### src/rtl/spi_arb_pkg.sv
// spi_arb_pkg: shared FSM state encoding and default sizing for spi_arbiter.
// Contents: state_t (IDLE, LAUNCH, BUSY, DONE), NREQ_DEF, DW_DEF.
package spi_arb_pkg;
  localparam int NREQ_DEF = 4;
  localparam int DW_DEF = 8;
  typedef enum logic [1:0] {IDLE, LAUNCH, BUSY, DONE} state_t;
endpackage

### src/rtl/spi_arbiter_rr_pick.sv
// rr_pick: combinational round-robin winner search starting after last_winner.
// Ports: req (request vector), last_winner (previous grant index),
//        winner (selected index), valid (any request present).
module rr_pick #(
  parameter int N = 4,
  localparam int IW = N > 1 ? $clog2(N) : 1
) (
  input  logic [N-1:0]  req,
  input  logic [IW-1:0] last_winner,
  output logic [IW-1:0] winner,
  output logic          valid
);
  // Scan from the farthest candidate to the nearest so the nearest one after
  // last_winner overwrites the rest and wins.
  always_comb begin
    winner = '0;
    valid = 1'b0;
    for (int k = N; k >= 1; k--) begin
      if (req[(int'(last_winner) + k) % N]) begin
        winner = IW'((int'(last_winner) + k) % N);
        valid = 1'b1;
      end
    end
  end
endmodule

### src/rtl/spi_arbiter.sv
// spi_arbiter: round-robin arbiter sharing one SPI master among NREQ requesters.
// Ports: clk, rst (async, active-high); req/req_data from requesters;
//        gnt/done/rsp_data/err back to requesters; m_newd/m_din to the SPI
//        master, m_cs/m_dout from it.
// Build option: SPI_ARB_TIMEOUT_EN adds a LAUNCH/BUSY watchdog of TIMEOUT_CYC
// cycles that ends a stuck transfer with err and rsp_data=0.
module spi_arbiter
  import spi_arb_pkg::*;
#(
  parameter int NREQ = NREQ_DEF,
  parameter int DW = DW_DEF,
  parameter int TIMEOUT_CYC = 255
) (
  input  logic             clk,
  input  logic             rst,
  input  logic [NREQ-1:0]  req,
  input  logic [NREQ*DW-1:0] req_data,
  output logic [NREQ-1:0]  gnt,
  output logic [NREQ-1:0]  done,
  output logic [DW-1:0]    rsp_data,
  output logic             err,
  output logic             m_newd,
  output logic [DW-1:0]    m_din,
  input  logic             m_cs,
  input  logic [DW-1:0]    m_dout
);
  localparam int IW = NREQ > 1 ? $clog2(NREQ) : 1;
  state_t state, state_n;
  logic [IW-1:0] last_winner, pick;
  logic pick_v, cs_q, cs_rise, to_hit, active;
  rr_pick #(.N(NREQ)) u_pick (
    .req(req),
    .last_winner(last_winner),
    .winner(pick),
    .valid(pick_v)
  );
  assign active = state == LAUNCH || state == BUSY;
  assign cs_rise = !cs_q && m_cs;
`ifdef SPI_ARB_TIMEOUT_EN
  localparam int CW = $clog2(TIMEOUT_CYC + 1);
  logic [CW-1:0] cnt;
  logic err_q;
  // Counter is held at zero in IDLE, so it starts from zero on LAUNCH entry.
  always_ff @(posedge clk or posedge rst)
    if (rst) cnt <= '0;
    else cnt <= active ? cnt + 1'b1 : (state == IDLE ? '0 : cnt);
  assign to_hit = active && cnt == CW'(TIMEOUT_CYC - 1);
  // to_hit only fires on the way into DONE, so err_q is high exactly in DONE.
  always_ff @(posedge clk or posedge rst)
    if (rst) err_q <= 1'b0;
    else err_q <= to_hit;
  assign err = err_q;
`else
  assign to_hit = 1'b0;
  assign err = 1'b0;
`endif
  always_ff @(posedge clk or posedge rst)
    if (rst) state <= IDLE;
    else state <= state_n;
  always_comb begin
    state_n = state;
    case (state)
      IDLE:    state_n = pick_v ? LAUNCH : IDLE;
      LAUNCH:  state_n = to_hit ? DONE : (!m_cs ? BUSY : LAUNCH);
      BUSY:    state_n = (to_hit || cs_rise) ? DONE : BUSY;
      default: state_n = IDLE;
    endcase
  end
  // last_winner doubles as the current grant index while a transfer is live.
  always_ff @(posedge clk or posedge rst)
    if (rst) begin
      last_winner <= IW'(NREQ - 1);
      m_din <= '0;
      rsp_data <= '0;
      cs_q <= 1'b1;
    end else begin
      cs_q <= m_cs;
      if (state == IDLE && pick_v) begin
        last_winner <= pick;
        m_din <= req_data[int'(pick)*DW +: DW];
      end
      if (active && state_n == DONE) rsp_data <= to_hit ? '0 : m_dout;
    end
  assign gnt = state == IDLE ? '0 : NREQ'(1) << last_winner;
  assign done = state == DONE ? NREQ'(1) << last_winner : '0;
  assign m_newd = state == LAUNCH;
endmodule

### config.mk
export PLATFORM = sky130hd
export DESIGN_NAME = spi_arbiter
export DESIGN_NICKNAME = d
export VERILOG_FILES = /design/src/rtl/spi_arb_pkg.sv /design/src/rtl/spi_arbiter_rr_pick.sv /design/src/rtl/spi_arbiter.sv
export SDC_FILE = /design/constraint.sdc
export NUM_CORES = 1
export LEC_CHECK = 0
export CORE_ASPECT_RATIO = 0.7
export CORE_MARGIN = 2
export CORE_UTILIZATION = 35
export DETAILED_ROUTE_END_ITERATION = 12
export GPL_TIMING_DRIVEN = 0
export HOLD_SLACK_MARGIN = 0.12
export PLACE_DENSITY = 0.73
export SYNTH_ARGS = -nofsm -noshare
export SYNTH_HDL_FRONTEND = slang
export SYNTH_SLANG_ARGS = --single-unit
### constraint.sdc
create_clock -name clk -period 6.5 [get_ports clk]
set_input_delay 0.65 -clock clk [delete_from_list [all_inputs] [get_ports clk]]
set_output_delay 0.65 -clock clk [all_outputs]
set_load 0.05 [all_outputs]
# [Word-level counts from Yosys, hierarchy flattened]
# Cells that the tools add are included.
[classes] addsub=4 magnitude_cmp=4 n_eq_ne=4 shift=2 n_mux=26 bitwise_logic=4 n_reduce_logical=10
[op_table] cell="variable part select 32 x 6 -> 8 bit" n=1
[op_table] cell="< comparator 3 x 4 -> 1 bit, second input constant" n=4
[op_table] cell="two-way mux 1 bit" n=14
[op_table] cell="two-way mux 2 bit" n=5
[op_table] cell="binary-select mux 1 bit (select 2 bit)" n=4
[op_table] cell="two-way mux 4 bit" n=2
[op_table] cell="OR reduction 2 bit" n=4
[op_table] cell="equality test 2 bit, second input constant" n=3
[op_table] cell="case mux 2 bit (3 select lines)" n=1
[op_table] cell="adder 2 x 1 -> 2 bit, second input constant" n=2
[op_table] cell="adder 2 bit, second input constant" n=2
[op_table] cell="AND 1 bit, first input constant" n=4
[op_table] cell="left shift 1 x 2 -> 4 bit, first input constant" n=1
[op_table] cell="logical AND 1 bit" n=3
[op_table] cell="equality test 2 x 1 -> 1 bit, second input constant" n=1
[op_table] cell="zero test 2 bit" n=1
[op_table] cell="zero test 1 bit" n=1
[op_table] cell="logical OR 1 bit" n=1
[word_totals] register_bits=21 inputBits=47 output_inout_bits=26 word_cells=59

# [Longest topological paths before layout]
[logic_depth] depth_word=14 mapped_depth=9 depth_no_buf=8

# [Cells and area by module]
# Synthesis repeated with hierarchy kept, for this count alone.
[hier_totals] cells_unflattened=90 area_unflattened_um2=1242.4
[modules_own_cells] mod="spi_arbiter" n_inst=1 cells_per_inst=76 area_each_um2=1151.1 seq_area_each_um2=529.3
[modules_own_cells] mod="rr_pick" n_inst=1 cells_per_inst=14 area_each_um2=91.3 seq_area_each_um2=0.0

# [Least setup slack after synthesis]
# No wires, ideal clock.
[synth_timing] kind="register -> register" from="register last_winner[0]" to="register m_din[1]" setup_time_ns=0.131 arrival_time_ns=2.187 t_required_ns=6.369 setup_slack_ns=4.182 stages_incl_launch_ff=10 n_path_buf=1 period_less_slack_ns=2.318 path_cell_list="dfstp_2 > clkbuf_2 > inv_1 > ha_1 > nand2b_1 > a41oi_1 > o211ai_1 > nand2_2 > mux2i_1 > o211ai_1"
[synth_between] elab_chain_cells=9 elab_cells_between_ends=26 classes_between="add/sub: 4; shift: 1; mux: 20; reduce/logical: 1"
[synth_lines] item="start, declared" line_no="spi_arbiter.sv:29" text="logic [IW-1:0] last_winner, pick;"
[synth_lines] item="start signal, assigned" line_no="spi_arbiter.sv:72" text="last_winner <= IW'(NREQ - 1);"
[synth_lines] item="start signal, assigned" line_no="spi_arbiter.sv:79" text="last_winner <= pick;"
[synth_lines] item="adder 2 x 1 -> 2 bit" line_no="spi_arbiter_rr_pick.sv:19, spi_arbiter_rr_pick.sv:20"
[synth_lines] item="binary-select mux 1 bit (select 2 bit)" line_no="spi_arbiter_rr_pick.sv:19" text="if (req[(int'(last_winner) + k) % N]) begin"
[synth_lines] item="two-way mux 1 bit (not written as such) (2 in series)" line_no="spi_arbiter_rr_pick.sv:19"
[synth_lines] item="two-way mux 2 bit / two-way mux 1 bit (equally long branches) (4 in series)" line_no="spi_arbiter_rr_pick.sv:19"
[synth_lines] item="variable part select 32 x 6 -> 8 bit / logical AND 1 bit (equally long branches)" line_no="spi_arbiter.sv:80, spi_arbiter.sv:78"
[synth_lines] item="end signal, assigned" line_no="spi_arbiter.sv:80" text="m_din <= req_data[int'(pick)*DW +: DW];"
[synth_lines] item="end, declared" line_no="spi_arbiter.sv:23" text="output logic [DW-1:0] m_din,"
# Several ways; a longest one is shown, not always the timed one. The select of a mux whose other input is x is not followed.
# A chain may end at the register's enable or synchronous reset.

# [Worst setup path after layout]
[layout_timing] from="register last_winner[0]" to="output done[0]"
[layout_between] elab_chain_cells=2
[layout_lines] item="left shift 1 x 2 -> 4 bit" line_no="spi_arbiter.sv:85" text="assign done = state == DONE ? NREQ'(1) << last_winner : '0;"
[layout_lines] item="two-way mux 4 bit" line_no="spi_arbiter.sv:85"
[layout_lines] item="end, declared" line_no="spi_arbiter.sv:19" text="output logic [NREQ-1:0] done,"
# Every way passes these cells.

==> impl_metrics.env <==
export IMPL_status="finished, final reports clean"
export IMPL_critical_path_buf_inv_count=3
export IMPL_via_per_inst=4.822
export IMPL_placementRows=19
export IMPL_met3_length_um=382
export IMPL_start_util_pct=35.96
export IMPL_grt_max_degree=22
export IMPL_totalWireLength_um=3467
export IMPL_internal_power_mw=0.5479
export IMPL_synth_compound_area_share_pct=16.17
export IMPL_synth_seq_cells=21
export IMPL_drive_gt1_share_pct=13.21
export IMPL_htree_levels=1
export IMPL_crit_type="register to output pin"
export IMPL_peakVddDrop_uv=257.8
export IMPL_synth_simple_gate_area_share_pct=15.99
export IMPL_postSynthCellCount=137
export IMPL_wl_met1_um=1645
export IMPL_grt_total_usage_pct=15.80
export IMPL_dieArea_mm2=0.004485
export IMPL_period_minus_slack_ps=2810
export IMPL_tightest_slew_ps=811.5
export IMPL_post_cts_setup_buffers=0
export IMPL_worstSetupEndpointType="output pin"
export IMPL_timing_final_hold_violations=0
export IMPL_cts_repair_resized=0
export IMPL_placedCellCount=260
export IMPL_hp_class="register to register"
export IMPL_cts_buffer_depth=2
export IMPL_path_cells="clkbuf_2, inv_1, ha_1, and2_1, clkdlybuf4s50_1"
export IMPL_overflow=0
export IMPL_worstSetupStartpointType="register"
export IMPL_fin_total_pwr_mw=1.106
export IMPL_syn_nets=193
export IMPL_required_ps=5850
export IMPL_fin_nets=269
export IMPL_p_clk_share_pct=7.7
export IMPL_synthAdderAreaFrac_pct=8.130
export IMPL_r2r_cells=8
export IMPL_hold_buffers=0
export IMPL_period_share_pct=43.23
export IMPL_yosysWarnings=0
export IMPL_path_clk_slew_ps=80
export IMPL_synth_top_family_by_area="multiplexers"
export IMPL_tns_ps=0
export IMPL_path_depth=5
export IMPL_cts_root_buf="clkbuf_8"
export IMPL_grt_pass1_vias=1190
export IMPL_hold_slack_ps=499.1
export IMPL_worstPathMaxFanout=7
export IMPL_io_pins=73
export IMPL_layout_commonest_cell="clkdlybuf4s50_1"
export IMPL_power_switching_mw=0.5581
export IMPL_drt_wirelength_per_cell_um=13.13
export IMPL_cts_sinks=21
export IMPL_worstPathArrival_ps=2160
export IMPL_num_vias=1273
export IMPL_wl_met2_um=1439
export IMPL_core_mm2=0.003851
export IMPL_cap_violations=0
export IMPL_skew_ps=1.510
export IMPL_synth_cell_types=36
export IMPL_power_frac_comb_pct=70.7
export IMPL_die_h_um=56.63
export IMPL_dieWidth_um=79.19
export IMPL_cts_tree="yes"
export IMPL_top_layer_used="met3"
export IMPL_num_antenna_cells=0
export IMPL_hpwl_um=2762
export IMPL_cp_slowest_cell="clkdlybuf4s50_1"
export IMPL_drtPass1Iterations=4
export IMPL_area_delta_synth_final_pct=59.26
export IMPL_finalNonFillerCells=264
export IMPL_leakage_nw=0.9455
export IMPL_slew_violations=0
export IMPL_synthMuxAreaShare_pct=16.98
export IMPL_port_buffers=71
export IMPL_drc=0
export IMPL_synth_area_mm2=0.001385
export IMPL_seq_power_share_pct=21.6
export IMPL_ant_nets=0
export IMPL_drt_iter0_drc=46
export IMPL_avgSynthCellArea_um2=10.11
export IMPL_fillers=359
export IMPL_power_density_mw_per_mm2=501.4
export IMPL_critPathMaxStageDelay_ps=690
export IMPL_clk_latency_ps=260
export IMPL_ys_seq_area_share_pct=38.21
export IMPL_rsz0062_at_grt="false"
export IMPL_switching_share_pct=50.46
export IMPL_min_path_cells=2
export IMPL_synthXorXnorAreaFrac_pct=0
export IMPL_cp_top_family="buffers and inverters"
export IMPL_slew_headroom_pct=45.84
export IMPL_finalSetupViolCount=0
export IMPL_cts_buffers=3
export IMPL_antenna_found_initial=0
export IMPL_layout_common_cells="71 x clkdlybuf4s50_1, 18 x dfrtp_1, 12 x mux2_2"
export IMPL_fmax_mhz=355.9
export IMPL_globalplace_congestion=0.7592
export IMPL_grt_pass1_wl_um=5561
[per-stage QoR]
step	instance area [um2]	setup WS (ps)	utilization, %
2_1_floorplan	1385	4182	-
3_3_place_gp	2161	3744	56.11
3_5_place_dp	2161	3674	56.11
4_1_cts	2206	3665	57.28
5_1_grt	2206	3465	57.28
6_report	2206	3690	57.28
[cells by family after synthesis]
| logic type | Yosys count |
|---|---|
| other | 1 |
| buffers and inverters | 14 |
| AO/OA/AOI/OAI | 31 |
| AND/OR/NAND/NOR | 39 |
| adder cells (fa/ha/maj) | 9 |
| multiplexers | 22 |
| flip-flops | 21 |
[power groups by stage]
stage	registers, mW	logic [mW]	clock network (mW)
global placement	0.241	0.777	0
CTS	0.240	0.788	0.0870
floorplan	0.409	0.380	0
global route	0.249	0.843	0.0938
detailed placement	0.243	0.787	0
finish	0.239	0.782	0.0852
[Yosys cell counts]
master,count,share of area [%]
o21a_1,1,0.54
inv_1,10,2.7
a21bo_2,4,2.9
nand3_1,5,1.8
nand2b_1,2,0.90
conb_1,1,0.27
nor2b_1,6,2.7
mux2_2,12,9.8
ha_1,9,8.1
a21o_1,2,1.1
nor4_1,1,0.45
dfstp_2,3,5.7
a41oi_1,1,0.63
buf_2,1,0.36
nor2_1,4,1.1
o211a_1,1,0.72
and3_1,1,0.45
o211ai_1,5,2.7
and2_1,4,1.8
clkbuf_1,1,0.27
a211oi_1,1,0.54
or2_1,1,0.45
nor4b_2,1,1.1
nor3_4,1,1.2
nand2_1,8,2.2
buf_4,1,0.54
dfrtp_1,18,33
o21ai_1,1,0.36
a221oi_1,4,2.5
nor3_1,4,1.4
nand2_2,1,0.45
o21bai_1,1,0.54
o21ai_0,6,2.2
mux2i_1,10,7.2
clkbuf_2,1,0.36
a21oi_1,4,1.4
[worst paths after layout]
kind,startpoint,to,slack (ps)
min in group asynchronous,rst,rsp_data[0]$_DFFE_PP0P_,850
max in group asynchronous,rst,state[1]$_DFF_PP0_,5150
max reg2reg,last_winner[0]$_DFFE_PP1P_,m_din[2]$_DFFE_PP0P_,3700
min,m_din[6]$_DFFE_PP0P_,m_din[6]$_DFFE_PP0P_,500
max,last_winner[0]$_DFFE_PP1P_,done[0],3690
min reg2reg,m_din[6]$_DFFE_PP0P_,m_din[6]$_DFFE_PP0P_,500
[worst min-delay path: stages (launching register included)]
cell      delay, ps
dfrtp_1         340
nand2_1          50
o211ai_1         70
[area by class of cell]
cell class                      count  area [um2]  area share, %
Multi-Input combinational cell    102       797.0          36.13
Tap cell                           52       65.06          2.950
Inverter                           10       37.54          1.702
Timing Repair Buffer               71       710.7          32.22
Buffer                              4       21.27         0.9643
Clock buffer                        4       45.04          2.042
Sequential cell                    21       529.3          23.99
[layer usage]
layer / track usage, % / up-vias
met2: 24.58 / 57
met3: 6.431 / 0
met5: 0 / -
li1: - / 638
met1: 21.57 / 578
met4: 1.478 / 0
[flip-flops by register name, summed over array words and instances, names as in the netlist]
name and count:
cs_q 1, last_winner 2, m_din 8, rsp_data 8, state 2
Note: power is estimated with default switching activity, not from simulation.
